File: src/rtl/dino_input_ctrl.sv
`default_nettype none
// ============================================================================
// Module      : dino_input_ctrl
// Description : Button synchronizer/debouncer with frame-aligned jump requests,
//               frame-coherent duck level and debug event counters.
// Revision    : 1.0 - initial release
// ============================================================================
module dino_input_ctrl #(
   parameter int DEBOUNCE_CYCLES = 1000000,
   parameter int CNT_W           = 20,
   parameter int HOLD_FRAMES     = 2
) (
   input  logic       clock,
   input  logic       reset,
   input  logic       btn_up,
   input  logic       btn_down,
   input  logic       screen_end,
   input  logic       io_ack,
   output logic       io_jump,
   output logic       io_duck,
   output logic [7:0] jump_count,
   output logic [7:0] drop_count
);

   localparam logic [CNT_W-1:0] c_cnt_last = CNT_W'(DEBOUNCE_CYCLES - 1);
   localparam int               c_hold_w   = (HOLD_FRAMES > 1) ? $clog2(HOLD_FRAMES) : 1;
   localparam logic [c_hold_w-1:0] c_hold_last = c_hold_w'(HOLD_FRAMES - 1);

   typedef enum logic [0:0] {
      IDLE    = 1'b0,
      PRESENT = 1'b1
   } state_t;

   logic             r_up_s1, r_up_s2, r_up_db;
   logic [CNT_W-1:0] r_up_cnt;
   logic             r_dn_s1, r_dn_s2, r_dn_db;
   logic [CNT_W-1:0] r_dn_cnt;

   logic                r_press;
   logic                r_pending;
   logic [c_hold_w-1:0] r_hold;
   state_t              r_state;

   logic w_up_flip, w_dn_flip, w_up_press;

   // A flip happens on the edge where the counter has seen a full window of disagreement.
   assign w_up_flip  = (r_up_s2 != r_up_db) && (r_up_cnt == c_cnt_last);
   assign w_dn_flip  = (r_dn_s2 != r_dn_db) && (r_dn_cnt == c_cnt_last);
   assign w_up_press = w_up_flip & r_up_s2;

   always_ff @(posedge clock) begin
      if (reset) begin
         r_up_s1  <= 1'b0;
         r_up_s2  <= 1'b0;
         r_up_db  <= 1'b0;
         r_up_cnt <= '0;
      end else begin
         r_up_s1 <= btn_up;
         r_up_s2 <= r_up_s1;
         if (r_up_s2 == r_up_db) begin
            r_up_cnt <= '0;
         end else if (w_up_flip) begin
            r_up_db  <= r_up_s2;
            r_up_cnt <= '0;
         end else begin
            r_up_cnt <= r_up_cnt + CNT_W'(1);
         end
      end
   end

   always_ff @(posedge clock) begin
      if (reset) begin
         r_dn_s1  <= 1'b0;
         r_dn_s2  <= 1'b0;
         r_dn_db  <= 1'b0;
         r_dn_cnt <= '0;
      end else begin
         r_dn_s1 <= btn_down;
         r_dn_s2 <= r_dn_s1;
         if (r_dn_s2 == r_dn_db) begin
            r_dn_cnt <= '0;
         end else if (w_dn_flip) begin
            r_dn_db  <= r_dn_s2;
            r_dn_cnt <= '0;
         end else begin
            r_dn_cnt <= r_dn_cnt + CNT_W'(1);
         end
      end
   end

   always_ff @(posedge clock) begin
      if (reset) begin
         r_press    <= 1'b0;
         r_pending  <= 1'b0;
         r_hold     <= '0;
         r_state    <= IDLE;
         io_jump    <= 1'b0;
         io_duck    <= 1'b0;
         jump_count <= 8'd0;
         drop_count <= 8'd0;
      end else begin
         r_press <= w_up_press;
         if (w_up_press) begin
            jump_count <= jump_count + 8'd1;
         end
         if (screen_end) begin
            io_duck <= r_dn_db;
         end

         // Consuming pending reloads it from the strobe so a coincident press survives.
         if (r_press) begin
            r_pending <= 1'b1;
         end

         case (r_state)
            IDLE: begin
               if (screen_end && r_pending) begin
                  r_state   <= PRESENT;
                  io_jump   <= 1'b1;
                  r_hold    <= '0;
                  r_pending <= r_press;
               end
            end
            PRESENT: begin
               if (io_ack) begin
                  if (screen_end && r_pending) begin
                     r_hold    <= '0;
                     r_pending <= r_press;
                  end else begin
                     r_state <= IDLE;
                     io_jump <= 1'b0;
                  end
               end else if (screen_end) begin
                  if (r_hold == c_hold_last) begin
                     r_state <= IDLE;
                     io_jump <= 1'b0;
                     if (drop_count != 8'hFF) begin
                        drop_count <= drop_count + 8'd1;
                     end
                  end else begin
                     r_hold <= r_hold + c_hold_w'(1);
                  end
               end
            end
            default: begin
               r_state <= IDLE;
               io_jump <= 1'b0;
            end
         endcase
      end
   end

endmodule
`default_nettype wire

File: config.mk
export PLATFORM = sky130hd
export DESIGN_NAME = dino_input_ctrl
export DESIGN_NICKNAME = d
export VERILOG_FILES = /design/src/rtl/dino_input_ctrl.sv
export SDC_FILE = /design/constraint.sdc
export NUM_CORES = 1
export LEC_CHECK = 0
export ABC_AREA = 1
export BUFFER_PORTS_ARGS = -buffer_cell sky130_fd_sc_hd__buf_4
export CORE_MARGIN = 8
export CORE_UTILIZATION = 60
export CTS_CLUSTER_SIZE = 24
export DETAILED_ROUTE_END_ITERATION = 10
export PLACE_DENSITY = 0.79
export SLEW_MARGIN = 10
export SYNTH_ARGS = -nofsm -noshare
export SYNTH_HDL_FRONTEND = slang
export SYNTH_SLANG_ARGS = --single-unit
File: constraint.sdc
create_clock -name clock -period 2.5 [get_ports clock]
set_input_delay 0.5 -clock clock [delete_from_list [all_inputs] [get_ports clock]]
set_output_delay 0.5 -clock clock [all_outputs]
set_load 0.03 [all_outputs]
==> summary.txt, run 1 <==
Synthesis
  • Seq/Total Area, Yosys: 39.11%
  • Mapped Nets: 523
  • Avg Cell Area, Syn: 6.785 µm²
  • Synth Register Bits: 68
  • Synth unique cells: 30
  • Synth Warn #: 0
  • Mapped cell area: 0.003481 mm²
  • Syn Inst Count: 513

Placement
  • Inst Count DP: 602
  • Final GP Congestion: 0.8876
  • Detailed Place HPWL: 5.120 mm
  • PortBufs: 23

Worst setup path
  • WS Path Type: reg2reg
  • Worst-path fanout max: 20
  • Worst Setup Start Kind: register
  • Required time of the critical path: 2.70 ns
  • Crit path DAT: 2.00 ns
  • Crit end category: register

Final layout
  • N_diodes: 0
  • Fin nets: 551
  • Final Non-Filler Cells: 618
  • Area growth syn-to-layout: 11.72%
  • Fin util: 70.19%
  • Layout cell share with drive strength beyond 1: 12.45%

Floorplan
  • Rows: 27
  • Core ar.: 0.005540 mm²
  • Width of the die: 92.17 µm
  • Initial core utilization: 62.83%
  • Total I/O pin count: 24
  • Die footprint: 0.008494 mm²
  • Die H: 92.17 µm

Pwr
  • Final Power: 2049 µW
  • LEAKAGE: 0.001347 µW
  • Worst vdd ir: 0.6167 mV
  • Pwr/cell area: 526.8 mW/mm²

Drt
  • Drt drc: 0
  • Vias per cell: 5.015
  • Wire per inst: 11.21 µm
  • Post-Route WL: 6.928 mm
  • ANT nets after route: 0
  • Initial detailed-routing violation count: 220
  • Routed vias: 3099
  • Detailed Routing Iterations Pass 1: 4

CTS
  • Root Buffer: clkbuf_8
  • Clk slew on worst S/H paths: 0.07 ns
  • H-tree Lvls: 3
  • Hold buffers post-CTS: 0
  • Post-CTS Resized: 0
  • CTS buffer count: 9
  • Clock latency on the worst-skew pair: 0.34 ns
  • CTS max path bufs: 2
  • Number of setup buffers added after CTS: 0
  • Clk sinks: 68
  • TritonCTS clock tree: built

Timing
  • Fin crit share: 71.91%
  • Final Hold Violating Endpoints: 0
  • Final slew viol count: 0
  • Fmax: 556.2 MHz
  • Max-slew headroom at the worst pin: 58.33%
  • Clk_skew: 0.006535 ns
  • RSZ-0062 raised after global routing: false
  • Slew @ Worst Pin: 0.6236 ns
  • Final TNS setup: 0 ns
  • Hold slack: 0.3534 ns
  • Setup Viol. Count Final: 0
  • Fin crit period: 1.798 ns

GRT
  • Initial antenna violation count: 0
  • Global-route wire length before repair: 12.15 mm
  • Largest net degree at the start of global routing: 21
  • GR Overflow Total: 0
  • GRT Total Usage: 17.02%
  • Vias in the first global route: 2943

Run
  • Maxcap violations: 0

Status
  • Run status: finished, final reports clean

Min path
  • Hold/Removal Path Class: in2reg
layout by cell type (no fill, tap or decap):
master and instances:
inv_1 54, dfxtp_1 68, nand3_1 24, clkinv_2 2, ha_1 4, nor2_1 128, nor3_2 1, nor4_1 1
xor2_1 21, bufinv_16 1, clkbuf_1 1, nand2_2 3, nor2_2 6, buf_4 24, nand2_1 126, nand3_2 1
clkbuf_8 11, inv_4 1, a211oi_1 1, nor3_1 4, nand4_1 16, inv_2 3, clkinvlp_4 1, nand3_4 2
a21oi_2 7, a21oi_1 16, o21ai_0 7, nor2_4 3, a21boi_0 1, or2_2 2, xnor2_1 5, nand3b_1 1
cell usage after synthesis (all sizes together):
cell type	instances	area share, %
a211oi	1	0.22
a21boi	1	0.22
a21oi	23	4.1
buf	5	1.7
clkbuf	2	0.22
dfxtp	68	39
ha	4	1.4
inv	58	6.3
nand2	129	14
nand3	27	4.7
nand3b	1	0.22
nand4	16	2.9
nor2	137	16
nor3	5	0.86
nor4	1	0.18
o21ai	7	1.0
or2	2	0.36
xnor2	5	1.3
xor2	21	5.3
power by group:
part           internal, µW  leakage [µW]  switching (µW)
registers              1090      0.000549            3.96
clock network           512      0.000102             403
logic                  14.4      0.000696            27.6
total                  1610       0.00135             435
registers in the layout (all words and copies together), names as in the netlist:
signal      flops
r_dn_cnt       20
r_up_cnt       20
drop_count      8
jump_count      8
io_duck         1
io_jump         1
r_dn_db         1
r_dn_s1         1
r_dn_s2         1
r_hold          1
r_pending       1
r_press         1
r_state         1
r_up_db         1
r_up_s1         1
r_up_s2         1
final cells by class:
cell class              count  area (µm²)
multi-input cells         380        1834
fillers                   480        1652
flip-flops and latches     68        1361
inverters                  58       220.2
repair buffers             24       180.2
clock buffers              12       155.1
well taps                  72       90.09
clock inverters             4       47.55
per-stage QoR:
| stage | instance area (µm²) | setup WS (ns) |
|---|---|---|
| final | 3889 | 0.7022 |
| after global routing | 3889 | 0.5029 |
| after detailed placement | 3686 | 0.6729 |
| after global placement | 3686 | 0.7594 |
| after floorplan | 3481 | 0.9041 |
| after CTS | 3889 | 0.6802 |
logic make-up (layout without fill, tap and decap cells):
family / after synthesis / in the layout / share of synthesized area [%]
and+or+nand+nor: 318 / 318 / 39.22
buffers and inverters: 65 / 98 / 8.195
adders and majority gates: 4 / 4 / 1.438
DFF: 68 / 68 / 39.11
xor gates and xnor gates: 26 / 26 / 6.542
AOI/OAI and AO/OA: 32 / 32 / 5.500
worst max-delay path, stage by stage (launching register included):
cell and delay, ns:
dfxtp_1 0.35, ha_1 0.17, nand3_1 0.16, nor3_1 0.30, nand2_1 0.09, nand2_1 0.47
nor2_1 0.11
layer usage:
metal	track usage (%)	up-vias	share of wire (%)
met4	4.430	0	1.0
met2	29.56	52	47
met1	19.42	1391	48
met3	5.786	7	3.3
met5	0	-	0
li1	-	1649	-
final timing paths:
kind	end	cells after the start	slack [ns]	startpoint
worst max-delay path	r_dn_cnt[8]	6	0.70	r_dn_cnt[0]
worst min-delay path	r_up_s1	3	0.35	btn_up
worst max register to register	r_dn_cnt[8]	6	0.70	r_dn_cnt[0]
worst min register to register	r_dn_s2	2	0.41	r_dn_s1
(Power assumes the default switching activity.)
==> run 2, diff against run 1 <==
--- a/config.mk
+++ b/config.mk
@@ -8,10 +8,10 @@
 export ABC_AREA = 1
 export BUFFER_PORTS_ARGS = -buffer_cell sky130_fd_sc_hd__buf_4
 export CORE_MARGIN = 8
-export CORE_UTILIZATION = 60
+export CORE_UTILIZATION = 54
 export CTS_CLUSTER_SIZE = 24
 export DETAILED_ROUTE_END_ITERATION = 10
-export PLACE_DENSITY = 0.79
+export PLACE_DENSITY = 0.75
 export SLEW_MARGIN = 10
 export SYNTH_ARGS = -nofsm -noshare
 export SYNTH_HDL_FRONTEND = slang
==> constraint.sdc (replaced) <==
create_clock -name clock -period 1.5 [get_ports clock]
set_input_delay 0.3 -clock clock [delete_from_list [all_inputs] [get_ports clock]]
set_output_delay 0.3 -clock clock [all_outputs]
set_load 0.03 [all_outputs]
==> summary.txt, run 2 (same netlist as run 1, synthesis figures left out) <==
Placement
  • Post-DP Area: 0.003887 mm² (was 0.003686 mm²)
  • Detailed Place HPWL: 5.576 mm (was 5.120 mm)
  • Final GP Congestion: 0.8965 (was 0.8876)
  • PortBufs: 23 (unchanged)

Final layout
  • Fin nets: 578 (was 551)
  • Final instance area: 0.004267 mm² (was 0.003889 mm²)
  • Most common cell after layout, fill and taps aside: nand2_1 (was nor2_1)
  • Most frequent cells in the layout: nand2_1, nor2_1, dfxtp_1 (was nor2_1, nand2_1, dfxtp_1)
  • Layout cell share with drive strength beyond 1: 20.59% (was 12.45%)
  • Fillers: 526 (was 480)
  • Largest regs: r_dn_cnt: 20 flops, r_up_cnt: 20 flops (unchanged)
  • Area growth syn-to-layout: 22.57% (was 11.72%)
  • N_diodes: 0 (unchanged)

Drt
  • Wire per inst: 12.34 µm (was 11.21 µm)
  • Routed vias: 3308 (was 3099)
  • Post-Route WL: 8.023 mm (was 6.928 mm)
  • Drt drc: 0 (unchanged)
  • ANT nets after route: 0 (unchanged)
  • Vias per cell: 5.089 (was 5.015)
  • Detailed Routing Iterations Pass 1: 4 (unchanged)
  • Initial detailed-routing violation count: 155 (was 220)

Floorplan
  • Die footprint: 0.009271 mm² (was 0.008494 mm²)
  • Width of the die: 96.29 µm (was 92.17 µm)
  • Initial core utilization: 55.45% (was 62.83%)
  • Total I/O pin count: 24 (unchanged)
  • Die H: 96.29 µm (was 92.17 µm)
  • Rows: 29 (was 27)
  • Core ar.: 0.006277 mm² (was 0.005540 mm²)

CTS
  • Clk slew on worst S/H paths: 0.07 ns (about the same)
  • Clock latency on the worst-skew pair: 0.36 ns (was 0.34 ns)
  • Clk sinks: 68 (unchanged)
  • Root Buffer: clkbuf_8 (unchanged)
  • H-tree Lvls: 3 (unchanged)
  • CTS max path bufs: 2 (unchanged)
  • TritonCTS clock tree: built (unchanged)
  • CTS buffer count: 9 (unchanged)

Min path
  • Hold/Removal Path Class: in2reg (unchanged)

GRT
  • Global-route wire length before repair: 13.10 mm (was 12.15 mm)
  • Initial antenna violation count: 0 (unchanged)
  • GR Overflow Total: 0 (unchanged)
  • GRT Total Usage: 17.81% (was 17.02%)
  • Largest net degree at the start of global routing: 21 (unchanged)
  • Vias in the first global route: 3164 (was 2943)

Worst setup path
  • Worst-path fanout max: 10 (was 20)
  • Crit end category: register (unchanged)
  • WS Path Type: reg2reg (unchanged)
  • Required time of the critical path: 1.75 ns (was 2.70 ns)
  • Worst Setup Start Kind: register (unchanged)
  • Crit path DAT: 1.69 ns (was 2.00 ns)

Timing
  • Fin crit share: 96.09% (was 71.91%)
  • Hold slack: 0.1470 ns (was 0.3534 ns)
  • Fmax: 693.8 MHz (was 556.2 MHz)
  • Slew @ Worst Pin: 0.3088 ns (was 0.6236 ns)
  • Setup Viol. Count Final: 0 (unchanged)
  • Clk_skew: 0.009120 ns (was 0.006535 ns)
  • Final slew viol count: 0 (unchanged)
  • RSZ-0062 raised after global routing: true (was false)
  • Max-slew headroom at the worst pin: 79.41% (was 58.33%)
  • Final Hold Violating Endpoints: 0 (unchanged)
  • Fin crit period: 1.441 ns (was 1.798 ns)

Status
  • Run status: finished, final reports clean (unchanged)

Pwr
  • LEAKAGE: 0.001515 µW (was 0.001347 µW)
  • Worst vdd ir: 0.7068 mV (was 0.6167 mV)
  • Final Power: 3791 µW (was 2049 µW)
  • Pwr/cell area: 888.6 mW/mm² (was 526.8 mW/mm²)

Run
  • Maxcap violations: 0 (unchanged)
==> run 2: cell type report <==
| cell class | count | area (µm²) | area share [%] |
|---|---|---|---|
| flip-flops and latches | 68 | 1369 | 32.08 |
| clock inverters | 6 | 111.4 | 2.610 |
| inverters | 58 | 220.2 | 5.161 |
| clock buffers | 10 | 137.6 | 3.226 |
| repair buffers | 51 | 412.9 | 9.677 |
| multi-input cells | 380 | 1919 | 44.99 |
| well taps | 77 | 96.34 | 2.258 |
==> run 2: worst paths after layout <==
path / start / end / slack [ns] / cells past startpoint
worst max-delay path: r_dn_cnt[16] / r_dn_cnt[5] / 0.06 / 8
worst min-delay path: btn_up / r_up_s1 / 0.15 / 3
worst min register to register: r_up_s1 / r_up_s2 / 0.41 / 2
worst max register to register: r_dn_cnt[16] / r_dn_cnt[5] / 0.06 / 8
==> run 2: worst max-delay path, stage by stage, from the launching register on <==
cell and delay [ns]:
dfxtp_1 0.37, nand2_1 0.12, nor2_2 0.13, nand3_1 0.10
nor2_1 0.18, nand2_1 0.09, nand2_2 0.12, clkbuf_16 0.17
nor2_1 0.04
==> run 2: layer usage <==
layer | vias to the layer above | wire length [µm] | track usage, % | share of wire, %
li1 | 1712 | - | - | -
met1 | 1532 | 3602 | 20.23 | 45
met2 | 53 | 3979 | 30.53 | 50
met3 | 11 | 317 | 4.446 | 4.0
met4 | 0 | 124 | 8.451 | 1.5
met5 | - | 0 | 0 | 0
==> run 2: timing repair <==
action / in CTS / in global routing
endpoints found under the hold margin: 0 / 0
cloned: 0 / 1
hold buffers: 0 / 0
pin swaps: 0 / 6
gates resized for setup: 1 / 26
setup endpoints to repair: 4 / 54
setup buffers: 0 / 2
==> run 2: where the power goes <==
group	leakage, µW	internal [µW]	total (µW)	switching (µW)
clock	0.000122	1150	1890	737
combinational	0.000841	34.2	88.0	53.8
sequential	0.000552	1810	1820	5.03
==> run 2: stage by stage <==
stage          instances  TNS [ns]  worst slack, ns  utilization, %
6_report             650         0          0.05861           67.97
5_1_grt              650   -0.1847         -0.02328           67.97
4_1_cts              647         0        0.0001134           65.94
3_5_place_dp         631         0         0.001779           61.93
3_3_place_gp         631         0          0.05278           61.93
2_1_floorplan        513         0          0.04217               -
==> run 3, diff against run 2 <==
--- a/config.mk
+++ b/config.mk
@@ -5,13 +5,12 @@
 export SDC_FILE = /design/constraint.sdc
 export NUM_CORES = 1
 export LEC_CHECK = 0
-export ABC_AREA = 1
 export BUFFER_PORTS_ARGS = -buffer_cell sky130_fd_sc_hd__buf_4
 export CORE_MARGIN = 8
-export CORE_UTILIZATION = 54
+export CORE_UTILIZATION = 50
 export CTS_CLUSTER_SIZE = 24
 export DETAILED_ROUTE_END_ITERATION = 10
-export PLACE_DENSITY = 0.75
+export PLACE_DENSITY = 0.71
 export SLEW_MARGIN = 10
 export SYNTH_ARGS = -nofsm -noshare
 export SYNTH_HDL_FRONTEND = slang
==> summary.txt, run 3 <==
Drt
  • Routed vias: 2988 (was 3308)
  • Vias per cell: 5.659 (was 5.089)
  • Post-Route WL: 8.728 mm (was 8.023 mm)
  • Drt drc: 0 (unchanged)
  • Wire per inst: 16.53 µm (was 12.34 µm)
  • Detailed Routing Iterations Pass 1: 4 (unchanged)
  • ANT nets after route: 0 (unchanged)
  • Initial detailed-routing violation count: 106 (was 155)

Synthesis
  • Syn Inst Count: 343 (was 513)
  • Synth unique cells: 40 (was 30)
  • Share of Yosys cell area claimed by the top area cell type: 45.66% (was 39.11%)
  • Largest family of logic cells by synthesized area: simple AND/OR/NAND/NOR gates (unchanged)
  • Count leader, synth: dfxtp_1 (was nor2_1)
  • Mapped cell area: 0.002982 mm² (was 0.003481 mm²)
  • Seq/Total Area, Yosys: 45.66% (was 39.11%)
  • Mux share of post-synthesis cell area: 1.049% (was 0%)
  • Synth area leaders: dfxtp_1, nor2_1, xor2_1 (was dfxtp_1, nor2_1, nand2_1)
  • Avg Cell Area, Syn: 8.693 µm² (was 6.785 µm²)
  • Compound-cell area share of the yosys netlist: 12.21% (was 5.500%)
  • Simple-gate portion of the synthesized area: 28.07% (was 39.22%)
  • Synth Warn #: 0 (unchanged)
  • Post-synth EDFFs: 0 (unchanged)
  • Ys flop type: dfxtp_1 (unchanged)
  • Post-synth ARST share: 0% (unchanged)
  • Post-synth top cells: dfxtp_1, nor2_1, a21oi_1, nand3_1, o21ai_0 (was nor2_1, nand2_1, dfxtp_1, inv_1, nand3_1)
  • Synth Area in Adders: 1.679% (was 1.438%)
  • Cell accounting for the most synthesized area: dfxtp_1 (unchanged)
  • Synth Register Bits: 68 (unchanged)
  • Mapped Nets: 353 (was 523)
  • Xor and xnor area share after synthesis: 8.225% (was 6.542%)

CTS
  • CTS buffer count: 9 (unchanged)
  • H-tree Lvls: 3 (unchanged)
  • TritonCTS clock tree: built (unchanged)
  • Clock latency on the worst-skew pair: 0.34 ns (was 0.36 ns)
  • Hold buffers post-CTS: 0 (unchanged)
  • Clk slew on worst S/H paths: 0.07 ns (about the same)
  • Root Buffer: clkbuf_8 (unchanged)
  • Clk sinks: 68 (unchanged)
  • CTS max path bufs: 2 (unchanged)

GRT
  • Largest net degree at the start of global routing: 21 (unchanged)
  • Global-route wire length before repair: 12.55 mm (was 13.10 mm)
  • Initial antenna violation count: 0 (unchanged)
  • Vias in the first global route: 2776 (was 3164)
  • GR Overflow Total: 0 (unchanged)
  • GRT Total Usage: 18.03% (was 17.81%)

Min path
  • Hold/Removal Path Class: in2reg (unchanged)
  • Hold_sp: btn_up (unchanged)

Run
  • Maxcap violations: 0 (unchanged)

Final layout
  • Most common cell after layout, fill and taps aside: buf_4 (was nand2_1)
  • Final Non-Filler Cells: 528 (was 650)
  • Fillers: 349 (was 526)
  • Area growth syn-to-layout: 53.42% (was 22.57%)
  • Layout cell share with drive strength beyond 1: 50.11% (was 20.59%)
  • Largest regs: r_dn_cnt: 20 flops, r_up_cnt: 20 flops (unchanged)
  • Most frequent cells in the layout: buf_4, nor2_1, dfxtp_1 (was nand2_1, nor2_1, dfxtp_1)
  • N_diodes: 0 (unchanged)
  • Fin util: 78.19% (was 67.97%)
  • FF+latch area: 0.001416 mm² (was 0.001369 mm²)
  • Fin nets: 458 (was 578)
  • Area of the multi-input gates: 0.001888 mm² (was 0.001919 mm²)

Floorplan
  • Total I/O pin count: 24 (unchanged)
  • Width of the die: 93.22 µm (was 96.29 µm)
  • Die footprint: 0.008690 mm² (was 0.009271 mm²)
  • Initial core utilization: 50.96% (was 55.45%)
  • Core ar.: 0.005851 mm² (was 0.006277 mm²)
  • Rows: 28 (was 29)
  • Die H: 93.22 µm (was 96.29 µm)

Timing
  • Clk_skew: 0.008634 ns (was 0.009120 ns)
  • Slew @ Worst Pin: 0.3788 ns (was 0.3088 ns)
  • PnR worst setup slack: -0.2274 ns (was 0.05861 ns)
  • Final slew viol count: 0 (unchanged)
  • Fin crit share: 115.2% (was 96.09%)
  • Fin crit period: 1.727 ns (was 1.441 ns)
  • RSZ-0062 raised after global routing: true (unchanged)
  • Fmax: 578.9 MHz (was 693.8 MHz)
  • Max-slew headroom at the worst pin: 74.52% (was 79.41%)
  • Setup Viol. Count Final: 47 (was 0)
  • Final Hold Violating Endpoints: 0 (unchanged)
  • Hold slack: 0.1744 ns (was 0.1470 ns)

Worst setup path
  • Critical Path Max Stage Delay: 0.33 ns (was 0.37 ns)
  • CP max-delay cell: dfxtp_2 (was dfxtp_1)
  • WS Path Type: reg2reg (unchanged)
  • Worst-path fanout max: 3 (was 10)
  • Crit end category: register (unchanged)
  • Worst reg2reg startpoint: r_dn_cnt[7] (was r_dn_cnt[16])
  • Crit path DAT: 2.00 ns (was 1.69 ns)
  • CP delay by family, top: simple AND/OR/NAND/NOR gates (unchanged)
  • CP Buf/Inv Count: 2 (was 1)
  • Worst Setup Start Kind: register (unchanged)
  • Required time of the critical path: 1.78 ns (was 1.75 ns)
  • Origin of the worst setup path: r_dn_cnt[7] (was r_dn_cnt[16])
  • Cell Chain, Critical Path: buf_6 -> nor4b_4 -> nand4_1 -> buf_4 -> or3_4 -> a21oi_2 (was nand2_1 -> nor2_2 -> nand3_1 -> nor2_1 -> nand2_1 -> nand2_2 -> clkbuf_16 -> nor2_1)

Placement
  • Inst Count DP: 485 (was 631)
  • Final GP Congestion: 0.7746 (was 0.8965)
  • PortBufs: 23 (unchanged)
  • Detailed Place HPWL: 4.765 mm (was 5.576 mm)

Pwr
  • Worst vdd ir: 0.7384 mV (was 0.7068 mV)
  • Pwr/cell area: 732.5 mW/mm² (was 888.6 mW/mm²)
  • LEAKAGE: 0.001697 µW (was 0.001515 µW)

Status
  • Failing checks: negative setup slack
  • Run status: complete, but fails checks (was finished, final reports clean)
run 3: cell count changes in the layout (fill, tap and decap cells not counted), sizes merged, moves of 11 or more:
cell   before  now
or3         0   15
inv        58   10
buf        50  107
o21ai       7   20
nor2      137   44
nand2     129   12
or4         0   11
run 3: where the power goes:
group / leakage (µW) / total [µW] / internal (µW) / switching (µW)
Sequential: 0.000567 / 1810 / 1800 / 4.70
Combinational: 0.00104 / 88.8 / 41.5 / 47.3
Clock: 0.0000931 / 1460 / 761 / 695
run 3: cells by family after synthesis:
family,after synthesis
AOI/OAI and AO/OA,63
adders and majority gates,4
muxes,3
DFF,68
xor gates and xnor gates,28
buffers and inverters,24
and+or+nand+nor,153
run 3: what timing repair did:
item | in CTS | in global routing
buffers inserted | 12 | 15
cloned | 3 | 1
setup endpoints to repair | 37 | 54
gates resized for setup | 52 | 51
pin swaps | 25 | 26
run 3: layer usage:
| layer | share of wire (%) | track usage, % | vias up |
|---|---|---|---|
| met5 | 0 | 0 | - |
| li1 | - | - | 1436 |
| met2 | 50 | 29.85 | 94 |
| met3 | 5.4 | 4.567 | 32 |
| met1 | 41 | 20.12 | 1426 |
| met4 | 3.6 | 11.81 | 0 |
run 3: path summary, 6_finish.rpt:
kind / to / slack, ns / cells past startpoint
worst max-delay path: r_dn_db / -0.23 / 6
worst min-delay path: r_up_s1 / 0.17 / 2
worst max register to register: r_dn_db / -0.23 / 6
worst min register to register: r_up_cnt[0] / 0.42 / 1
run 3: layout make-up:
type | instances | area share, %
inverters | 10 | 0.8206
clock inverters | 5 | 1.149
repair buffers | 108 | 20.87
multi-input cells | 251 | 41.27
clock buffers | 11 | 2.872
flip-flops and latches | 68 | 30.96
well taps | 75 | 2.051
run 3: metrics by stage:
| step | setup TNS [ns] | power [µW] | setup slack, ns | cell area [µm²] |
|---|---|---|---|---|
| floorplan | -1.789 | 1881 | -0.2565 | 3104 |
| global placement | -2.043 | 1911 | -0.2510 | 3749 |
| detailed placement | -3.376 | 1912 | -0.3000 | 3749 |
| CTS | -2.162 | 3348 | -0.1926 | 4289 |
| global route | -8.277 | 3453 | -0.3240 | 4574 |
| finish | -4.889 | 3351 | -0.2274 | 4574 |
